### config.mk
export PLATFORM = sky130hd
export DESIGN_NAME = dm_run_scheduler_flat
export DESIGN_NICKNAME = d
export VERILOG_FILES = /design/src/rtl/dm_run_scheduler_if.sv /design/src/rtl/dm_run_scheduler.sv /design/src/flat_wrapper.sv
export SDC_FILE = /design/constraint.sdc
export NUM_CORES = 1
export LEC_CHECK = 0
export BUFFER_PORTS_ARGS = -buffer_cell sky130_fd_sc_hd__buf_2
export CORE_MARGIN = 4
export CORE_UTILIZATION = 59
export DETAILED_ROUTE_END_ITERATION = 8
export GPL_TIMING_DRIVEN = 0
export PLACE_DENSITY = 0.93
export REMOVE_ABC_BUFFERS = 1
export SLEW_MARGIN = 20
export SYNTH_ARGS = -nofsm -noshare
export SYNTH_HDL_FRONTEND = slang
export SYNTH_SLANG_ARGS = --single-unit
### constraint.sdc
create_clock -name clk -period 3.9 [get_ports clk]
set_clock_uncertainty 0.2 [all_clocks]
set_input_delay 0.78 -clock clk [delete_from_list [all_inputs] [get_ports clk]]
set_output_delay 0.78 -clock clk [all_outputs]
set_load 0.1 [all_outputs]
### src/rtl/dm_run_scheduler_if.sv
// Scheduler <-> data mover link: run request with count/base, idle/done status back.
interface dm_run_scheduler_if #(
   parameter int unsigned CNT_BIT = 31,
   parameter int unsigned AWIDTH  = 21
);
   logic               o_dm_run;
   logic [CNT_BIT-1:0] o_dm_num_cnt;
   logic [AWIDTH-1:0]  o_dm_base;
   logic               i_dm_idle;
   logic               i_dm_done;

   // Scheduler side
   modport master (
      output o_dm_run,
      output o_dm_num_cnt,
      output o_dm_base,
      input  i_dm_idle,
      input  i_dm_done
   );

   // Data mover side
   modport slave (
      input  o_dm_run,
      input  o_dm_num_cnt,
      input  o_dm_base,
      output i_dm_idle,
      output i_dm_done
   );
endinterface

### src/rtl/dm_run_scheduler.sv
// Splits one transfer job into chunk-sized data mover runs, issuing them one at a time.
module dm_run_scheduler #(
   parameter int unsigned CNT_BIT = 31,
   parameter int unsigned AWIDTH  = 21
) (
   input  logic               clk,
   input  logic               reset_n,
   input  logic               i_run,
   input  logic [CNT_BIT-1:0] i_total_cnt,
   input  logic [CNT_BIT-1:0] i_chunk_cnt,
   output logic               o_idle,
   output logic               o_busy,
   output logic               o_done,
   output logic [CNT_BIT-1:0] o_chunks_done,
   dm_run_scheduler_if.master dm
);

   typedef enum logic [2:0] {
      S_IDLE,
      S_WAIT_IDLE,
      S_ISSUE,
      S_WAIT_DONE,
      S_DONE
   } state_e;

   state_e             state_q, state_d;
   logic [CNT_BIT-1:0] remaining_q, remaining_d;
   logic [CNT_BIT-1:0] chunk_q, chunk_d;
   logic [AWIDTH-1:0]  base_q, base_d;
   logic               accepted_q, accepted_d;
   logic [CNT_BIT-1:0] num_q, num_d;
   logic [AWIDTH-1:0]  dm_base_q, dm_base_d;
   logic [CNT_BIT-1:0] chunks_done_q, chunks_done_d;
   logic [CNT_BIT-1:0] next_cnt;

   // Count for the next run: whatever is left, capped at the chunk size
   assign next_cnt = (remaining_q < chunk_q) ? remaining_q : chunk_q;

   // State and job registers
   always_ff @(posedge clk or negedge reset_n) begin
      if (!reset_n) begin
         state_q       <= S_IDLE;
         remaining_q   <= '0;
         chunk_q       <= '0;
         base_q        <= '0;
         accepted_q    <= 1'b0;
         num_q         <= '0;
         dm_base_q     <= '0;
         chunks_done_q <= '0;
      end else begin
         state_q       <= state_d;
         remaining_q   <= remaining_d;
         chunk_q       <= chunk_d;
         base_q        <= base_d;
         accepted_q    <= accepted_d;
         num_q         <= num_d;
         dm_base_q     <= dm_base_d;
         chunks_done_q <= chunks_done_d;
      end
   end

   // Next-state and job bookkeeping
   always_comb begin
      state_d       = state_q;
      remaining_d   = remaining_q;
      chunk_d       = chunk_q;
      base_d        = base_q;
      accepted_d    = accepted_q;
      num_d         = num_q;
      dm_base_d     = dm_base_q;
      chunks_done_d = chunks_done_q;
      case (state_q)
         S_IDLE: begin
            if (i_run) begin
               remaining_d   = i_total_cnt;
               // A zero chunk size means "do it all in one run"
               chunk_d       = (i_chunk_cnt == '0) ? i_total_cnt : i_chunk_cnt;
               base_d        = '0;
               chunks_done_d = '0;
               accepted_d    = 1'b0;
               state_d       = (i_total_cnt == '0) ? S_DONE : S_WAIT_IDLE;
            end
         end
         S_WAIT_IDLE: begin
            if (dm.i_dm_idle) begin
               num_d     = next_cnt;
               dm_base_d = base_q;
               state_d   = S_ISSUE;
            end
         end
         S_ISSUE: begin
            accepted_d = 1'b0;
            state_d    = S_WAIT_DONE;
         end
         S_WAIT_DONE: begin
            // Until the mover has visibly gone busy, any done level is left over
            // from the previous run and must not advance the job.
            if (!accepted_q) begin
               if (!dm.i_dm_idle) begin
                  accepted_d = 1'b1;
               end
            end else if (dm.i_dm_done) begin
               remaining_d   = remaining_q - num_q;
               base_d        = base_q + AWIDTH'(num_q);
               chunks_done_d = chunks_done_q + CNT_BIT'(1);
               state_d       = (remaining_q == num_q) ? S_DONE : S_WAIT_IDLE;
            end
         end
         S_DONE: begin
            state_d = S_IDLE;
         end
         default: begin
            state_d = S_IDLE;
         end
      endcase
   end

   // Status and mover request outputs
   always_comb begin
      o_idle          = (state_q == S_IDLE);
      o_busy          = (state_q != S_IDLE);
      o_done          = (state_q == S_DONE);
      o_chunks_done   = chunks_done_q;
      dm.o_dm_run     = (state_q == S_ISSUE);
      dm.o_dm_num_cnt = num_q;
      dm.o_dm_base    = dm_base_q;
   end

endmodule

### src/flat_wrapper.sv
// flat-port wrapper written by rule: the top's interface ports become plain ports
module dm_run_scheduler_flat 
#(
   parameter int unsigned CNT_BIT = 31,
   parameter int unsigned AWIDTH  = 21
)
  (clk, reset_n, i_run, i_total_cnt, i_chunk_cnt, o_idle, o_busy, o_done, o_chunks_done, dm_o_dm_run, dm_o_dm_num_cnt, dm_o_dm_base, dm_i_dm_idle, dm_i_dm_done);
  dm_run_scheduler_if #(.CNT_BIT(CNT_BIT), .AWIDTH(AWIDTH)) dm_i ();
  input  logic clk;
  input  logic reset_n;
  input  logic i_run;
  input  logic [CNT_BIT-1:0] i_total_cnt;
  input  logic [CNT_BIT-1:0] i_chunk_cnt;
  output logic o_idle;
  output logic o_busy;
  output logic o_done;
  output logic [CNT_BIT-1:0] o_chunks_done;
  output wire logic [$bits(dm_i.o_dm_run)-1:0] dm_o_dm_run;
  output wire logic [$bits(dm_i.o_dm_num_cnt)-1:0] dm_o_dm_num_cnt;
  output wire logic [$bits(dm_i.o_dm_base)-1:0] dm_o_dm_base;
  input wire logic [$bits(dm_i.i_dm_idle)-1:0] dm_i_dm_idle;
  input wire logic [$bits(dm_i.i_dm_done)-1:0] dm_i_dm_done;
  assign dm_o_dm_run = dm_i.o_dm_run;
  assign dm_o_dm_num_cnt = dm_i.o_dm_num_cnt;
  assign dm_o_dm_base = dm_i.o_dm_base;
  assign dm_i.i_dm_idle = dm_i_dm_idle;
  assign dm_i.i_dm_done = dm_i_dm_done;
  dm_run_scheduler #(.CNT_BIT(CNT_BIT), .AWIDTH(AWIDTH)) u_core (.clk(clk), .reset_n(reset_n), .i_run(i_run), .i_total_cnt(i_total_cnt), .i_chunk_cnt(i_chunk_cnt), .o_idle(o_idle), .o_busy(o_busy), .o_done(o_done), .o_chunks_done(o_chunks_done), .dm(dm_i));
endmodule
### After elaboration in Yosys (flattened, before gate mapping)

Cells that the tools add are included.

* flip-flop bits (word level): 170
* bits in latches: 0
* RAM bits: 0
* ROM bits: 0
* output and inout port bits: 87
* memories kept: 0

* add/sub/neg operators: 3
* $mul: 0
* div/mod/pow operators: 0
* magnitude comparators: 1
* eq/ne operators: 9
* shift operators: 0
* mux-type cells: 25
* bitwise logic cells: 0
* reductions and logical operators: 11

Operators by type and width (number)
* $mux W31: 8
* $pmux W31 S2: 2
* $mux W21: 3
* $logic_not A31 Y1: 2
* $pmux W21 S2: 1
* $add A31 B1 Y31 const B: 1
* $eq A31 B31 Y1: 1
* $lt A31 B31 Y1: 1
* $sub A31 B31 Y31: 1
* $add A21 B21 Y21: 1
* $mux W3: 6
* $pmux W3 S4: 1
* $reduce_and A4 Y1: 2
* $eq A3 B2 Y1 const B: 2
* $ne A2 B2 Y1 const B: 3
* $reduce_and A2 Y1: 3
* $reduce_bool A3 Y1: 2
* $eq A3 B1 Y1 const B: 1
* $eq A3 B3 Y1 const B: 1
* $logic_not A3 Y1: 1
* $mux W1: 3
* $pmux W1 S3: 1
* $ne A2 B1 Y1 const B: 1
* $reduce_bool A2 Y1: 1

### Longest topological paths before layout

* word-level depth: 5
* mapped depth: 12
* mapped depth without buffers: 12

### Worst setup path before layout

No wires, ideal clock.

* path type: reg-to-output
* start point: register u_core.state_q[2]
* end point: output port o_busy
* arrival: 4106 ps
* required time: 2920 ps
* setup slack: -1186 ps
* stages on the path, launching flop included: 4
* buffers on the path: 1
* cells stage by stage: dfrtp_1 clkbuf_1 nor3_1 inv_1

* word-level cells in the longest chain between the ends: 1

RTL lines
* from (decl): RTL line dm_run_scheduler.sv:26 `state_e state_q, state_d;`
* from (signal assigned): RTL line dm_run_scheduler.sv:51 `state_q <= state_d;`
* $reduce_bool A3 Y1: RTL line dm_run_scheduler.sv:121 `o_busy = (state_q != S_IDLE);`
* to (decl): RTL line flat_wrapper.sv:15 `output logic o_busy;`

No other way between the ends.

### Worst setup path in the final report

* start point: register u_core.num_q[0] (netlist: u_core.dm.o_dm_num_cnt[0])
* end point: register u_core.base_q[20]

* word-level cells in the longest chain between the ends: 4

RTL lines
* from (decl): RTL line dm_run_scheduler.sv:31 `logic [CNT_BIT-1:0] num_q, num_d;`
* from (signal assigned): RTL line dm_run_scheduler.sv:56 `num_q <= num_d;`
* $add A21 B21 Y21: RTL line dm_run_scheduler.sv:104 `base_d = base_q + AWIDTH'(num_q);`
* $mux W21: RTL line dm_run_scheduler.sv:102 `end else if (dm.i_dm_done) begin`
* $mux W21: RTL line dm_run_scheduler.sv:98 `if (!accepted_q) begin`
* $pmux W21 S2: RTL line dm_run_scheduler.sv:72 `case (state_q)`
* to (signal assigned): RTL line dm_run_scheduler.sv:54 `base_q <= base_d;`
* to (decl): RTL line dm_run_scheduler.sv:29 `logic [AWIDTH-1:0] base_q, base_d;`

No other way between the ends. The select of a mux whose other input is x is not followed.
A chain may end at the register's enable or synchronous reset.

==> results.cfg <==
[outcome]
outcome = completed

[placement]
place_congestion = 0.933
hpwl_mm = 21.8
port_buffers = 153
dp.cells = 1560

[timing]
fmax_mhz = 291
final_hold_viol_count = 0
fin_tns_setup_ps = 0
period_needed_ps = 3440
slew_headroom_pct = 39.5
tightestPinTransition_ps = 904
finalMaxSlewViolations = 0
fin_crit_sh_pct = 88.1
rsz0062_at_grt = no
setup_violations = 0

[floorplanning]
core_area_um2 = 18000
start_util_pct = 60.3
die_area_um2 = 20700
ios = 154
rows = 49
die_w_um = 144
die-height_um = 144

[clocking]
cts_resized = 0
cts_sinks = 170
cts_tree = yes
cts_htree_levels = 4
cts_buffers = 17
cts.root.buffer_cell = clkbuf_16
clockBufferDepth = 2
clk_pin_slew_worst_paths_ps = 70
postCtsSetupRepairBufs = 0
clk_latency_ps = 440
hold_buffers = 0

[min_path]
hold_path.class = input port to async pin

[detailed_routing]
via_per_inst = 6.31
wirelength_mm = 29.7
antenna_left = 0
via_count = 10000
drc = 0
drt_first_pass_iters = 6
dr.first_iter.drc_count = 809
avgRoutedWirePerCell_um = 18.6

[global_route]
grt_overflow = 0
grt_pass1_wl_mm = 47.3
grt_usage_pct = 28.5
grt_max_degree = 96
grt_pass1_vias = 9739
antenna_found_initial = 3

[synthesis]
synth_cell_types = 62
syn_avg_cell_area_um2 = 8.94
postSynthCellCount = 1216
seq_area_frac_synth_pct = 39.1
synth_area_um2 = 10900
yosysWarnings = 0
ys_ff_latch = 170
synth_ff_type = dfrtp_1
synth-async-reset-ratio_pct = 100
synth_edf_count = 0

[critical_path]
start_kind = register
worst-setup-path-type = register to register
regToRegStartpoint = u_core.dm.o_dm_num_cnt[0]$_DFFE_PN0P_
required_ps = 4050
arrival_ps = 3590
end_kind = register
critPathMaxFanout = 5
cp-startpoint = u_core.dm.o_dm_num_cnt[0]$_DFFE_PN0P_

[final_layout]
nets = 1500
syn2layout_area_growth_pct = 15.3
nFillCells = 1357
fin_cells = 1592
insertedDiodeCount = 0
drive_gt1_share_pct = 17.8

[run]
cap_violations = 0
==> flip-flops by register name (all words and copies together) (netlist names) <==
signal / cells
u_core.o_chunks_done: 31
u_core.accepted_q: 1
u_core.chunk_q: 31
u_core.base_q: 21
u_core.dm.o_dm_num_cnt: 31
u_core.state_q: 3
u_core.dm.o_dm_base: 21
u_core.remaining_q: 31
==> metrics by stage <==
step / utilization, % / instance area, um2 / setup WS, ps / hold WS (ps)
after global placement: 64.8 / 11700 / -5020 / 286
after CTS: 69.5 / 12500 / 519 / 146
after global routing: 69.5 / 12500 / 213 / 159
final: 69.5 / 12500 / 463 / 121
after floorplan: - / 10600 / -2380 / 264
after detailed placement: 66.4 / 12000 / 542 / 290
==> routing by layer <==
metal / track usage [%] / wire, um / vias up / part of all wire, %
li1: - / - / 4633 / -
met1: 35.9 / 11900 / 4817 / 40
met2: 47.4 / 14200 / 473 / 48
met3: 6.22 / 2360 / 120 / 7.9
met4: 12.6 / 1230 / 6 / 4.2
met5: 0 / 34 / - / 0.11
==> synth_stat cells (all sizes together) (9+ instances only) <==
master	instances	area share, %
nor4	15	0.86
mux2i	32	2.9
a21oi	155	7.3
nor2b	9	0.52
a22oi	30	2.1
o21a	9	0.62
nand2	86	3.0
nor2	121	4.2
nand4	19	1.1
inv	82	2.8
and4	10	0.82
o21ai	78	3.6
dfrtp	170	39
nor3	19	0.92
nand3	23	1.1
mux2	21	2.2
or3	10	0.58
and3	14	0.82
a31oi	9	0.52
clkbuf	33	1.2
xnor2	32	2.6
a21o	35	2.4
ha	81	9.3
xor2	36	2.9
buf	19	1.0
==> worst paths after layout <==
check                                                  endpoint  slack [ps]  depth (start not counted)
min in group clk            u_core.dm.o_dm_base[18]$_DFFE_PN0P_         300                          1
max in group asynchronous    u_core.remaining_q[27]$_DFFE_PN0P_        2490                          2
hold / removal             u_core.o_chunks_done[25]$_DFFE_PN0P_         120                          1
setup reg to reg                  u_core.base_q[20]$_DFFE_PN0P_         460                         11
setup / recovery                  u_core.base_q[20]$_DFFE_PN0P_         460                         11
hold reg to reg             u_core.dm.o_dm_base[18]$_DFFE_PN0P_         300                          1
==> worst max-delay path, stage by stage (launching register included) <==
cell      delay, ps
dfrtp_1         420
ha_1            200
inv_1            50
fa_1            380
nor2b_1         200
nor3_1          120
o31ai_1         640
a41oi_1         410
o211ai_1        310
a31oi_1         140
xnor2_1         140
o21ai_0         150
==> cell type report <==
cell class                 instances  area, um2  share of cell area (%)
multi-input combinational        912       6100                    48.7
sequential                       170       4250                    33.9
timing repair buffer             167       1020                    8.17
clock buffer                      21        450                    3.59
inverter                          82        308                    2.46
tap                              229        287                    2.29
clock inverter                    11        111                   0.888
==> cell families (layout without fill, tap and decap cells) <==
logic type / after synthesis / count (layout) / share of synthesized area [%]
and+or+nand+nor: 340 / 340 / 14.7
xor gates and xnor gates: 68 / 68 / 5.48
muxes: 53 / 53 / 5.12
AOI/OAI and AO/OA: 368 / 368 / 20.8
adders and majority gates: 83 / 83 / 9.69
buffers and inverters: 134 / 281 / 5.01
DFF: 170 / 170 / 39.1
==> layout by cell type, fill, tap and decap left out, types with 4 or more instances in the layout <==
master	Yosys	final
dfrtp_1	170	170
buf_2	8	152
a21oi_1	149	149
nor2_1	121	120
nand2_1	86	84
inv_1	82	82
ha_1	81	81
o21ai_0	75	75
xor2_1	36	36
a21o_1	35	35
xnor2_1	32	32
mux2i_1	32	32
a22oi_1	30	30
nand3_1	22	22
mux2_2	21	21
nand4_1	19	19
nor3_1	18	17
clkbuf_16	0	17
nor4_1	15	15
and3_1	13	13
or3_1	10	10
and4_1	9	9
o21a_1	9	9
nor2b_1	9	9
a31oi_1	9	9
o21bai_1	8	8
and2_1	7	6
o211ai_1	6	6
a21oi_2	6	6
buf_16	0	6
nand2b_1	5	5
clkinvlp_4	0	5
inv_6	0	4
buf_6	4	4
Power is left out: the tool's default activity adds up to more than one toggle a clock period on the data nets, which glitch-free logic cannot reach.
